**src/rtl/booth_pkg.sv**
```systemverilog
// Shared types and constants for the sequential radix-2 Booth multiplier.
package booth_pkg;

  localparam int unsigned BOOTH_WIDTH = 32;

  typedef enum logic [1:0] {
    IDLE,
    LOAD,
    RUN,
    DONE
  } state_t;

  localparam logic [1:0] BOOTH_ADD = 2'b01;
  localparam logic [1:0] BOOTH_SUB = 2'b10;

endpackage

```
**src/rtl/booth_step.sv**
```systemverilog
// One combinational radix-2 Booth step: add/sub on {Q[0],q_1}, then arithmetic
// right shift of {A,Q,q_1}.
module booth_step
  import booth_pkg::*;
#(
  parameter int unsigned WIDTH = BOOTH_WIDTH
) (
  input  logic [WIDTH:0]   a,
  input  logic [WIDTH-1:0] q,
  input  logic             q_1,
  input  logic [WIDTH:0]   m,
  output logic [WIDTH:0]   a_next,
  output logic [WIDTH-1:0] q_next,
  output logic             q_1_next
);

  logic [WIDTH:0] sum;

  always_comb begin
    sum = a;
    case ({q[0], q_1})
      BOOTH_ADD: sum = a + m;
      BOOTH_SUB: sum = a - m;
      default:   sum = a;
    endcase
    // Shift replicates the post-add MSB of A into the vacated top bit.
    a_next   = {sum[WIDTH], sum[WIDTH:1]};
    q_next   = {sum[0], q[WIDTH-1:1]};
    q_1_next = q[0];
  end

endmodule

```
**src/rtl/booth.sv**
```systemverilog
// Sequential radix-2 Booth multiplier; each operation starts on reset release
// and the product stays valid until the next reset.
module booth
  import booth_pkg::*;
#(
  parameter int unsigned WIDTH = BOOTH_WIDTH
) (
  input  logic               CLK,
  input  logic               reset,
  input  logic [WIDTH-1:0]   in_a,
  input  logic [WIDTH-1:0]   in_b,
  input  logic               sign_a,
  output logic [2*WIDTH-1:0] out,
  output logic               out_valid
);

  localparam int unsigned CW = $clog2(WIDTH) + 1;

  state_t           state;
  logic [WIDTH:0]   a;
  logic [WIDTH-1:0] q;
  logic             q_1;
  logic [WIDTH:0]   m;
  logic [CW-1:0]    cnt;

  logic [WIDTH:0]   a_next;
  logic [WIDTH-1:0] q_next;
  logic             q_1_next;

  booth_step #(.WIDTH(WIDTH)) u_step (
    .a        (a),
    .q        (q),
    .q_1      (q_1),
    .m        (m),
    .a_next   (a_next),
    .q_next   (q_next),
    .q_1_next (q_1_next)
  );

  always_ff @(posedge CLK or posedge reset) begin
    if (reset) begin
      state     <= IDLE;
      a         <= '0;
      q         <= '0;
      q_1       <= 1'b0;
      m         <= '0;
      cnt       <= '0;
      out       <= '0;
      out_valid <= 1'b0;
    end else begin
      case (state)
        IDLE: state <= LOAD;
        LOAD: begin
          m     <= {sign_a, in_a};
          q     <= in_b;
          a     <= '0;
          q_1   <= 1'b0;
          cnt   <= '0;
          state <= RUN;
        end
        RUN: begin
          a   <= a_next;
          q   <= q_next;
          q_1 <= q_1_next;
          cnt <= cnt + 1'b1;
          // cnt holds the index of the step being taken, so WIDTH-1 is the last.
          if (cnt == CW'(WIDTH - 1)) state <= DONE;
        end
        DONE: begin
          out       <= {a[WIDTH-1:0], q};
          out_valid <= 1'b1;
        end
        default: state <= IDLE;
      endcase
    end
  end

endmodule

```
**config.mk**
```make
export PLATFORM = sky130hd
export DESIGN_NAME = booth
export DESIGN_NICKNAME = d
export VERILOG_FILES = /design/src/rtl/booth_pkg.sv /design/src/rtl/booth_step.sv /design/src/rtl/booth.sv
export SDC_FILE = /design/constraint.sdc
export NUM_CORES = 1
export LEC_CHECK = 0
export ABC_AREA = 0
export BUFFER_PORTS_ARGS = -buffer_cell sky130_fd_sc_hd__buf_2
export CAP_MARGIN = 20
export CORE_MARGIN = 1.5
export CORE_UTILIZATION = 60
export DETAILED_ROUTE_END_ITERATION = 8
export PLACE_DENSITY = 0.93
export SLEW_MARGIN = 0
export SYNTH_ARGS = -nofsm -noshare
export SYNTH_HDL_FRONTEND = slang
export SYNTH_SLANG_ARGS = --single-unit
```
**constraint.sdc**
```tcl
create_clock -name CLK -period 13.8 [get_ports CLK]
set_input_delay 2.07 -clock CLK [delete_from_list [all_inputs] [get_ports CLK]]
set_output_delay 2.07 -clock CLK [all_outputs]
set_load 0.02 [all_outputs]
```
==> qor.csv <==
metric;value;unit
count leader, synth;dfrtp_1;
row count;45;
layout filler cell count;1067;
Die X-Extent;127;um
vias in the first global route;6547;
dpl cell area;10100;um^2
post-synthesis instance total;883;
Yosys cell types;64;
GPL Wtd Cong;0.898;
Avg WL per Cell;16.9;um
fin area;10700;um^2
Synth-to-Final Area Change;15.8;%
DR iter-0 viols;473;
Leak Pwr;4.80;nW
setup ws final;9.37;ns
CP Data Required Time;14.10;ns
Synth top cells by count;171 x dfrtp_1, 93 x mux2_2, 86 x nand2_1, 86 x o21ai_0, 55 x nor2_1;
clock latency on the worst-skew pair;0.42;ns
post-layout net count;1106;
grt ovf;0;
Max FO, Critical Path;7;
via count;7066;
average size of a mapped cell;10.5;um^2
TritonCTS Buffers;17;
Clock Pin Slew Worst Setup and Hold Paths;0.06;ns
Finished Layout Cells;1197;
total setup buffers inserted after CTS;0;
first-pass GRT wire length;32700;um
Post-DRT Antenna Nets;0;
CP Launch Type;register;
leading area contributor after synthesis;dfrtp_1;
outcome;finished clean;
TNS Setup;0;ns
biggest cell delay along the critical path;0.47;ns
layout cells sized above 1;28.0;%
Slowest cell on crit path;a2111oi_0;
Post-CTS Resized;0;
post-synth top area share;46.2;%
Yosys Warn Count;0;
hpwl dp;14200;um
Vias/cell;5.90;
crit path DAT;4.73;ns
initial core utilization;61.1;%
Synthesized Nets;990;
CTS H-tree lvls;4;
Final Hold Viols;0;
Worst Clk Skew;0.00772;ns
worst min path class;reg -> reg;
I/O Buffers;131;
measured slew at the worst slew-check pin;0.862;ns
Die H;127;um
synthesized area;9250;um^2
Top Ports;132;
Max clock buf depth;2;
die area;16200;um^2
period utilization;32.1;%
Max IR drop VDD;107;uV
flop2flop setup slack;9.37;ns
cell area power density;212;nW/um^2
register area;4280;um^2
root buffer cell;clkbuf_16;
area of the core;15100;um^2
Crit. End Element;register;
CTS sink cnt;171;
GRT Overall Usage;25.5;%
pin count of the biggest net entering global routing;92;
EDFF count, synth;0;
First-pass DRT Iterations;5;
crit path kind;reg -> reg;
Most used DFF post-synth;dfrtp_1;
Setup crit start;m[3]$_DFFE_PP0P_;
post-place setup slack;9.48;ns
DRC Markers;0;
Multi-input gate area;4760;um^2
Seq/Total Area, Yosys;46.2;%
final setup fails;0;
Post-Place Cells;1167;
cell mode on critical path;nor3_1;
Reg-to-Reg Start;m[3]$_DFFE_PP0P_;
post-synthesis register bit count;171;
FMAX;226;MHz
cts hold-fix bufs;0;
RSZ-0062 raised after global routing;false;
Antenna diodes;0;
cell chain of the critical path;nor3_1 > nand2_1 > nor3_1 > nand2b_1 > nor3_1 > a21o_1 > o21ai_0 > xnor2_1 > ha_1 > a21oi_1 > nand2_1 > a41oi_1 > a211oi_1 > a21oi_4 > nor2_1 > a2111oi_0 > o31ai_1 > a22o_1;
antenna violations before repair;0;
clock tree from TritonCTS;yes;
Final min period;4.43;ns
Total Wirelength;20200;um
MaxCap Viol Count;0;
total power;0.00227;W
slew margin rel.;42.5;%
Post-synth ARST share;100;%
pins over their slew limit;0;
hold path start;out[48]$_DFFE_PP0N_;
Area contributors post-synth;dfrtp_1 46%, mux2_2 11%, ha_1 5.3%, o21ai_0 4.7%, xnor2_1 4.4%;
==> cells by family (layout without fill, tap and decap cells) <==
group / count (synthesis) / after routing / synth area share (%)
and+or+nand+nor: 208 / 208 / 10.5
muxes: 129 / 129 / 15.2
DFF: 171 / 171 / 46.2
AOI/OAI and AO/OA: 215 / 215 / 14.5
xor gates and xnor gates: 59 / 59 / 5.58
buffers and inverters: 61 / 187 / 2.47
adders and majority gates: 40 / 40 / 5.49
==> where the power goes <==
part / internal (W) / total (W) / switching [W] / leakage [nW]
clock: 0.000316 / 0.000505 / 0.000189 / 0.309
combinational: 0.000398 / 0.000921 / 0.000522 / 2.45
sequential: 0.000684 / 0.000843 / 0.000159 / 2.05
total: 0.00140 / 0.00227 / 0.000871 / 4.80
==> metal layers <==
metal / global-route usage, % / vias up / routed length, um
met5: 0 / - / 0
met4: 8.42 / 0 / 431
met3: 4.61 / 31 / 1250
met2: 40.9 / 283 / 9420
met1: 35.6 / 3359 / 9110
li1: - / 3393 / -
==> state kept, by name, summed over array words and instances, names as in the netlist <==
register,cells
state,2
cnt,6
out,64
q,32
q_1,1
m,33
out_valid,1
a,32
==> cell type report <==
cell class                 count  share of cell area [%]
tap                          188                    2.19
sequential                   171                    39.9
inverter                      19                   0.712
clock buffer                  20                    4.35
timing repair buffer         139                    6.87
clock inverter                 9                    1.53
multi-input combinational    651                    44.4
==> placed cells by master, fill, tap and decap left out, types with 12 or more instances in the layout <==
cell type    n
dfrtp_1    171
buf_2      131
mux2_2      93
o21ai_0     86
nand2_1     86
nor2_1      55
a21oi_1     53
xnor2_1     47
ha_1        37
mux2i_1     36
nor3_1      18
inv_1       18
clkbuf_16   17
xor2_1      12
==> worst max-delay path, delay by kind of cell, from the launching register on <==
kind | cells | cell delay, ns
fa+ha+maj | 1 | 0.35
flops | 1 | 0.40
xor+xnor | 1 | 0.15
simple gates | 7 | 1.43
compound gates | 9 | 1.98
==> per-stage QoR <==
stage | util (%) | hold slack (ns)
floorplan | - | 0.453
global placement | 66.4 | 0.445
detailed placement | 66.4 | 0.486
CTS | 70.6 | 0.504
global route | 70.8 | 0.514
finish | 70.8 | 0.500
==> worst paths after layout <==
check                                      end  depth (start not counted)
max reg2reg                  a[27]$_DFFE_PP0P_                         18
min in group asynchronous  out[18]$_DFFE_PP0N_                          2
min                        out[48]$_DFFE_PP0N_                          1
max                          a[27]$_DFFE_PP0P_                         18
min reg2reg                out[48]$_DFFE_PP0N_                          1
max in group asynchronous     a[7]$_DFFE_PP0P_                          4
No activity file was read; power rests on OpenSTA's default activity.
